<file path="src/rtl/player_match_ctrl.sv">
// rtl/player_match_ctrl.sv - two-player match sequencer: serve/play/point timing, scoring, win detection
// Optional macro MATCH_WIN_BY_TWO_EN: win additionally needs a 2-point lead (31 always wins).
module player_match_ctrl #(
  parameter int unsigned WIN_SCORE    = 15,
  parameter int unsigned SERVE_CYCLES = 50_000_000,
  parameter int unsigned POINT_CYCLES = 100_000_000,
  parameter int unsigned NET_X        = 160
) (
  input  logic        clk,
  input  logic        reset_n,
  input  logic        start_btn,
  input  logic        ball_ground,
  input  logic [11:0] ball_x,
  output logic [1:0]  game_state,
  output logic [4:0]  score_l,
  output logic [4:0]  score_r,
  output logic        serve_side,
  output logic        winner
);

  typedef enum logic [2:0] {
    S_IDLE,
    S_SERVE,
    S_PLAY,
    S_POINT,
    S_OVER
  } state_t;

  localparam logic [31:0] SERVE_LAST = 32'(SERVE_CYCLES - 1);
  localparam logic [31:0] POINT_LAST = 32'(POINT_CYCLES - 1);
  localparam logic [11:0] NET_POS    = 12'(NET_X);
  localparam logic [4:0]  WIN_PTS    = 5'(WIN_SCORE);
  localparam logic [4:0]  SCORE_MAX  = 5'd31;

  state_t      state, state_next;
  logic [31:0] timer, timer_next;
  logic        start_prev;
  logic        start_press;
  logic [4:0]  score_l_next, score_r_next;
  logic        serve_side_next, winner_next;
  logic [1:0]  game_state_next;
  logic        win_l, win_r;

  assign start_press = start_btn & ~start_prev;

`ifdef MATCH_WIN_BY_TWO_EN
  assign win_l = (score_l == SCORE_MAX) ||
                 ((score_l >= WIN_PTS) && ({1'b0, score_l} >= {1'b0, score_r} + 6'd2));
  assign win_r = (score_r == SCORE_MAX) ||
                 ((score_r >= WIN_PTS) && ({1'b0, score_r} >= {1'b0, score_l} + 6'd2));
`else
  assign win_l = (score_l >= WIN_PTS);
  assign win_r = (score_r >= WIN_PTS);
`endif

  always_comb begin
    state_next      = state;
    timer_next      = timer;
    score_l_next    = score_l;
    score_r_next    = score_r;
    serve_side_next = serve_side;
    winner_next     = winner;
    case (state)
      S_IDLE: begin
        if (start_press) begin
          state_next   = S_SERVE;
          timer_next   = 32'd0;
          score_l_next = 5'd0;
          score_r_next = 5'd0;
        end
      end
      S_SERVE: begin
        if (timer == SERVE_LAST) begin
          state_next = S_PLAY;
          timer_next = 32'd0;
        end else begin
          timer_next = timer + 32'd1;
        end
      end
      S_PLAY: begin
        if (ball_ground) begin
          state_next = S_POINT;
          timer_next = 32'd0;
          // A landing in the left court is a point for the right player.
          if (ball_x < NET_POS) begin
            score_r_next    = (score_r == SCORE_MAX) ? score_r : score_r + 5'd1;
            serve_side_next = 1'b1;
          end else begin
            score_l_next    = (score_l == SCORE_MAX) ? score_l : score_l + 5'd1;
            serve_side_next = 1'b0;
          end
        end
      end
      S_POINT: begin
        if (timer == POINT_LAST) begin
          timer_next = 32'd0;
          if (win_l || win_r) begin
            state_next  = S_OVER;
            winner_next = win_l ? 1'b0 : 1'b1;
          end else begin
            state_next = S_SERVE;
          end
        end else begin
          timer_next = timer + 32'd1;
        end
      end
      S_OVER: begin
        if (start_press) begin
          state_next      = S_SERVE;
          timer_next      = 32'd0;
          score_l_next    = 5'd0;
          score_r_next    = 5'd0;
          serve_side_next = 1'b0;
        end
      end
      default: begin
        state_next = S_IDLE;
        timer_next = 32'd0;
      end
    endcase

    case (state_next)
      S_SERVE:         game_state_next = 2'd1;
      S_PLAY, S_POINT: game_state_next = 2'd2;
      S_OVER:          game_state_next = 2'd3;
      default:         game_state_next = 2'd0;
    endcase
  end

  always_ff @(posedge clk) begin
    if (!reset_n) begin
      state      <= S_IDLE;
      timer      <= 32'd0;
      start_prev <= 1'b0;
      score_l    <= 5'd0;
      score_r    <= 5'd0;
      serve_side <= 1'b0;
      winner     <= 1'b0;
      game_state <= 2'd0;
    end else begin
      state      <= state_next;
      timer      <= timer_next;
      start_prev <= start_btn;
      score_l    <= score_l_next;
      score_r    <= score_r_next;
      serve_side <= serve_side_next;
      winner     <= winner_next;
      game_state <= game_state_next;
    end
  end

endmodule

</file>
<file path="config.mk">
export PLATFORM = sky130hd
export DESIGN_NAME = player_match_ctrl
export DESIGN_NICKNAME = d
export VERILOG_FILES = /design/src/rtl/player_match_ctrl.sv
export SDC_FILE = /design/constraint.sdc
export NUM_CORES = 1
export LEC_CHECK = 0
export CAP_MARGIN = 20
export CORE_MARGIN = 8
export CORE_UTILIZATION = 55
export CTS_CLUSTER_DIAMETER = 100
export DETAILED_ROUTE_END_ITERATION = 10
export GPL_TIMING_DRIVEN = 0
export HOLD_SLACK_MARGIN = 0.08
export PLACE_DENSITY = 0.88
export REMOVE_ABC_BUFFERS = 1
export SLEW_MARGIN = 20
export SYNTH_ARGS = -nofsm -noshare
export SYNTH_HDL_FRONTEND = slang
export SYNTH_SLANG_ARGS = --single-unit
</file>
<file path="constraint.sdc">
create_clock -name clk -period 2.65 [get_ports clk]
set_input_delay 0.795 -clock clk [delete_from_list [all_inputs] [get_ports clk]]
set_output_delay 0.795 -clock clk [all_outputs]
set_load 0.005 [all_outputs]
</file>
==> impl_metrics.toml, run 1 <==
[placement]
dp_hpwl_um = 4630
io_buffer_count = 24
place_ws_ns = -0.651
gp_congestion = 0.884
postPlaceCellArea_um2 = 3050
post-place-cells = 419

[sta]
post-route-period-util_pct = 100
skew_ns = 0.00845
relSlewSlack_pct = 47.0
hold_ws_ns = 0.497
min_period_ns = 2.66
worstMarginPinSlew_ns = 0.794
setup_viol = 1
finalWorstSetupSlack_ns = -0.00881
rsz0062_at_grt = "yes"
hold_viol = 0
drv_slew = 0
max_freq_mhz = 376

[min_path]
hold_path_class = "reg -> reg"
hp-start = "winner$_SDFFE_PN0P_"
whs_path_depth = 2

[worst_setup_path]
crit_path_top_delay_cell = "or4b_4"
cp-end-kind = "flop"
cp_cell_sequence = "clkdlybuf4s50_1, nor3b_4, nor3_4, buf_6, or4b_4, nor3_2, xnor2_1, nor2_1"
critPathMaxFanout = 9
worstPathArrival_ns = 2.86
setup.worst_path.start_class = "input pin"
cpPeakStageDelay_ns = 0.64
critPathKind = "in -> reg"
crit_start = "start_btn"
rr_worst_depth = 7
cp_data_required_time_ns = 2.85
r2r_start = "state[1]$_SDFF_PN0_"

[run]
cap_violations = 0

[die]
die_w_um = 87.0
dieArea_um2 = 7560
boundaryPins = 30
core_area_um2 = 4980
die_y_um = 87.0
initial_utilization_pct = 55.6
rows = 26

[layout]
syn_to_final_growth_pct = 19.5
final_layout_size_suffix_gt1_share_pct = 11.4
fin_cells = 439
fillCellCount = 397
antenna_cells = 0
final_nets = 391
finalInstanceArea_um2 = 3310

[clock_network]
clkTransAtPathRegs_ns = 0.09
clock_latency_ns = 0.31
cts_tree = "yes"
cts_sinks = 50
cts_max_path_buffers = 2
htree_levels = 2
hold_buffers = 0
numCtsBuffers = 5
cts_root_buffer = "clkbuf_8"

[drt]
vias = 2664
wl_per_cell_um = 16.1
viasPerCell = 6.07
firstDrtPassIters = 5
final_antenna_net_count = 0
remaining_drc_errors = 0
drtIter0Drc = 269
drt_wl_total_um = 7080

[power_and_ir_drop]
leakagePower_uw = 0.00110
p_per_area_nw_per_um2 = 452
ir_drop_v = 0.000258

[synthesis]
postSynthCellCount = 341
synth_area_per_cell_um2 = 8.12
synth_edf_count = 0
synth_cell_types = 54
synthFlopType = "dfxtp_1"
ys_warn_count = 0
synth_seq_cells = 50
async_flop_share_pct = 0
syn_area_um2 = 2770
seq_area_frac_synth_pct = 36.2

[grt]
grt_pass1_wl_um = 11200
grt_usage_pct = 18.2
overflow = 0
antenna_found_initial = 0
grt_max_degree = 24
grt_pass1_vias = 2436

[outcome]
status = "finished with violations"
violations = "negative setup slack"
-- cells in the mapped netlist, types with 7 or more instances --
library cell / instances / area (µm²)
ha_1: 7 / 87.6
nand4_1: 7 / 43.8
and3_1: 10 / 62.6
a31oi_1: 7 / 43.8
clkbuf_1: 11 / 41.3
nor2_1: 52 / 195
o21ai_0: 8 / 40.0
inv_1: 7 / 26.3
nand3_1: 22 / 110
nor3_1: 8 / 40.0
nand2_1: 28 / 105
dfxtp_1: 50 / 1000
xnor2_1: 16 / 140
a21oi_1: 14 / 70.1
-- worst max-delay path: cells and delay by family --
family | cells | cell delay [ns]
buffers and inverters | 2 | 0.67
and+or+nand+nor | 5 | 1.24
xor gates and xnor gates | 1 | 0.16
-- placed cells by master (no fill, tap or decap), types with 2 or more instances in the layout --
cell type	Yosys	layout
nand3b_1	4	4
inv_1	7	7
a211o_1	3	2
ha_1	7	7
clkbuf_8	0	5
o21a_1	2	2
nor3_1	8	7
nor2b_1	6	6
nor4b_1	3	3
and2_1	4	4
a21oi_1	14	13
and3_1	10	10
mux2i_1	4	4
clkdlybuf4s50_1	0	24
and4_1	3	3
clkinv_2	0	2
nand2_1	28	28
o31ai_1	3	3
nor4bb_1	3	3
a21o_1	2	2
xor2_1	6	6
nand3_1	22	22
nor2_1	52	52
buf_4	1	11
dfxtp_1	50	50
nor4_1	6	5
nand2b_1	3	3
or3_1	4	4
xnor2_1	16	16
nand4_1	7	7
a31oi_1	7	7
nor3_2	5	5
nor3b_1	3	3
o21ai_0	8	8
or4_1	2	2
-- per-stage QoR --
step | total power [µW] | util [%] | setup TNS [ns]
global placement | 914 | 60.6 | -46.48
CTS | 1460 | 64.2 | 0
floorplan | 864 | - | -1.48
global route | 1550 | 66.5 | -0.274
detailed placement | 927 | 61.3 | -10.80
finish | 1490 | 66.5 | -0.00881
-- flip-flops by register name, indices dropped and copies added, names as in the netlist --
name        cells
serve_side      1
state           3
winner          1
game_state      2
score_l         5
start_prev      1
timer          32
score_r         5
-- area by class of cell --
class | instances | area (µm²) | area share (%)
sequential | 50 | 1000 | 30.3
multi-input combinational | 266 | 1730 | 52.3
timing repair buffer | 38 | 354 | 10.7
inverter | 7 | 26.3 | 0.794
tap | 70 | 87.6 | 2.65
clock inverter | 3 | 40.0 | 1.21
clock buffer | 5 | 68.8 | 2.08
-- kinds of logic after synthesis --
| group | after synthesis | share of synthesized area [%] |
|---|---|---|
| AND/OR/NAND/NOR | 184 | 36.6 |
| adder cells (fa/ha/maj) | 7 | 3.16 |
| AO/OA/AOI/OAI | 48 | 11.4 |
| flip-flops | 50 | 36.2 |
| XOR/XNOR | 22 | 6.96 |
| buffers and inverters | 25 | 3.80 |
| multiplexers | 5 | 1.85 |
-- timing repair --
action                                  4_1_cts  5_1_grt
pin swaps                                     1        6
gates resized for setup                       5        5
endpoints found under the hold margin         0        0
setup buffers                                 1       10
endpoints found under the setup margin       27       31
gates cloned                                  0        1
-- layer usage --
layer / global-route usage (%) / routed length [µm]
met1: 22.5 / 3030
met2: 30.7 / 3440
met3: 3.02 / 464
met4: 7.04 / 140
met5: 0 / 0
-- path summary, 6_finish.rpt --
path / end / slack [ns]
worst max-delay path: timer[24]$_SDFFE_PN0P_ / -0.009
worst min-delay path: winner$_SDFFE_PN0P_ / 0.50
worst min register to register: winner$_SDFFE_PN0P_ / 0.50
worst max register to register: timer[24]$_SDFFE_PN0P_ / 0.15
-- power by group --
part	total, µW	switching (µW)	internal [µW]
registers	778	18.0	760
clock network	537	259	278
logic	179	92.5	86.2
No activity file was read; power rests on OpenSTA's default activity.
==> run 2, diff against run 1 <==
--- a/config.mk
+++ b/config.mk
@@ -7,12 +7,12 @@
 export LEC_CHECK = 0
 export CAP_MARGIN = 20
 export CORE_MARGIN = 8
-export CORE_UTILIZATION = 55
+export CORE_UTILIZATION = 56
 export CTS_CLUSTER_DIAMETER = 100
 export DETAILED_ROUTE_END_ITERATION = 10
 export GPL_TIMING_DRIVEN = 0
 export HOLD_SLACK_MARGIN = 0.08
-export PLACE_DENSITY = 0.88
+export PLACE_DENSITY_LB_ADDON = 0.1
 export REMOVE_ABC_BUFFERS = 1
 export SLEW_MARGIN = 20
 export SYNTH_ARGS = -nofsm -noshare
==> impl_metrics.toml, run 2 (synthesized netlist as in run 1, its figures left out) <==
[sta]
min_period_ns = 2.54
worstMarginPinSlew_ns = 0.828
max_freq_mhz = 394
setup_viol = 0
post-route-period-util_pct = 95.7
finalWorstSetupSlack_ns = 0.113
drv_slew = 0
skew_ns = 0.00396
relSlewSlack_pct = 44.6
fin_setup_tns_ns = 0
hold_viol = 0

[worst_setup_path]
crit_start = "state[1]$_SDFF_PN0_"
cp_data_required_time_ns = 2.86
cp-end-kind = "flop"
cp_cell_sequence = "o21a_2, nor3_4, buf_6, buf_4, or4b_4, nor3_4, xnor2_1, nor2_1"
r2r_start = "state[1]$_SDFF_PN0_"
cpPeakStageDelay_ns = 0.76
setup.worst_path.start_class = "flop"
crit_path_top_delay_cell = "dfxtp_1"
critPathMaxFanout = 16
critPathKind = "reg -> reg"
worstPathArrival_ns = 2.75
cp_common_cell = "nor3_4"

[layout]
final_layout_size_suffix_gt1_share_pct = 10.7
multi_input_area_um2 = 1740
final_util_pct = 69.0
largestRegisters = "timer (32), score_l (5), score_r (5)"
largest-register = "timer"
fin_cells = 432
regArea_um2 = 1000
final_nets = 387
antenna_cells = 0
layout_commonest_cell = "nor2_1"
final_cell_mix = "nor2_1, dfxtp_1, nand2_1"
largest_reg_flops = 32
fillCellCount = 432
syn_to_final_growth_pct = 18.5

[power_and_ir_drop]
ir_drop_v = 0.000297
leakagePower_uw = 0.00109
finalPower_uw = 1470
p_per_area_nw_per_um2 = 447

[clock_network]
cts_root_buffer = "clkbuf_8"
cts_sinks = 50
numCtsBuffers = 5
clkTransAtPathRegs_ns = 0.09
cts_tree = "yes"
clock_latency_ns = 0.31
htree_levels = 2
cts_max_path_buffers = 2
hold_buffers = 0

[drt]
drtIter0Drc = 225
firstDrtPassIters = 5
drt_wl_total_um = 6860
vias = 2531
wl_per_cell_um = 15.9
final_antenna_net_count = 0
viasPerCell = 5.86
remaining_drc_errors = 0

[outcome]
status = "complete, no violations"

[die]
boundaryPins = 30
dieArea_um2 = 7450
die_w_um = 86.3
rows = 25
initial_utilization_pct = 58.2
core_area_um2 = 4750
die_y_um = 86.3

[placement]
place_ws_ns = -0.620
gp_congestion = 0.806
post-place-cells = 416
io_buffer_count = 24
dp_hpwl_um = 4520

[grt]
grt_max_degree = 24
grt_usage_pct = 18.6
antenna_found_initial = 0
overflow = 0
grt_pass1_vias = 2375
grt_pass1_wl_um = 11300

[run]
cap_violations = 0

[min_path]
hold_path_class = "reg -> reg"
hp-start = "winner$_SDFFE_PN0P_"
==> run 2: cell types whose count changed in the layout (fill, tap and decap cells not counted), moves of 2 or more <==
| cell | change |
|---|---|
| buf_4 | -4 |
| clkbuf_8 | +3 |
| clkdlybuf4s50_1 | -2 |
| clkinv_2 | -2 |
| dlymetal6s2s_1 | +2 |
==> run 2: per-layer routing <==
layer | part of all wire [%] | GRT usage, %
met2 | 47 | 30.1
met5 | 0 | 0
met4 | 1.5 | 6.42
met1 | 47 | 23.8
met3 | 4.7 | 3.78
==> run 2: path summary, 6_finish.rpt <==
path	slack [ns]	to	cells after the start
max	0.11	timer[24]$_SDFFE_PN0P_	8
min	0.49	winner$_SDFFE_PN0P_	2
max reg2reg	0.11	timer[24]$_SDFFE_PN0P_	8
min reg2reg	0.49	winner$_SDFFE_PN0P_	2
==> run 2: critical path, delay by kind of cell (launching register included) <==
kind	cells	cell delay, ns
and+or+nand+nor	4	0.92
DFF	1	0.76
AOI/OAI and AO/OA	1	0.32
buffers and inverters	2	0.30
xor gates and xnor gates	1	0.14
==> run 2: area by class of cell <==
class | count | share of cell area (%)
sequential | 50 | 30.5
tap | 67 | 2.56
timing repair buffer | 33 | 9.76
inverter | 7 | 0.801
multi-input combinational | 267 | 53.0
clock buffer | 8 | 3.36
==> run 2: per-stage QoR <==
stage	cell area, µm²	hold WS, ns
after floorplan	2690	0.466
after global placement	3010	0.472
after detailed placement	3040	0.470
after CTS	3200	0.485
after global routing	3280	0.537
final	3280	0.488
==> run 2: repair_timing <==
| action | CTS | global route |
|---|---|---|
| gates resized for setup | 7 | 7 |
| endpoints found under the hold margin | 0 | 0 |
| gates cloned | 0 | 1 |
| setup endpoints to repair | 24 | 21 |
| buffers inserted | 1 | 6 |
| pin swaps | 2 | 5 |
==> run 2: where the power goes <==
part / internal, µW / switching [µW]
clock network: 264 / 257
logic: 76.2 / 92.2
registers: 760 / 16.8
total: 1100 / 366
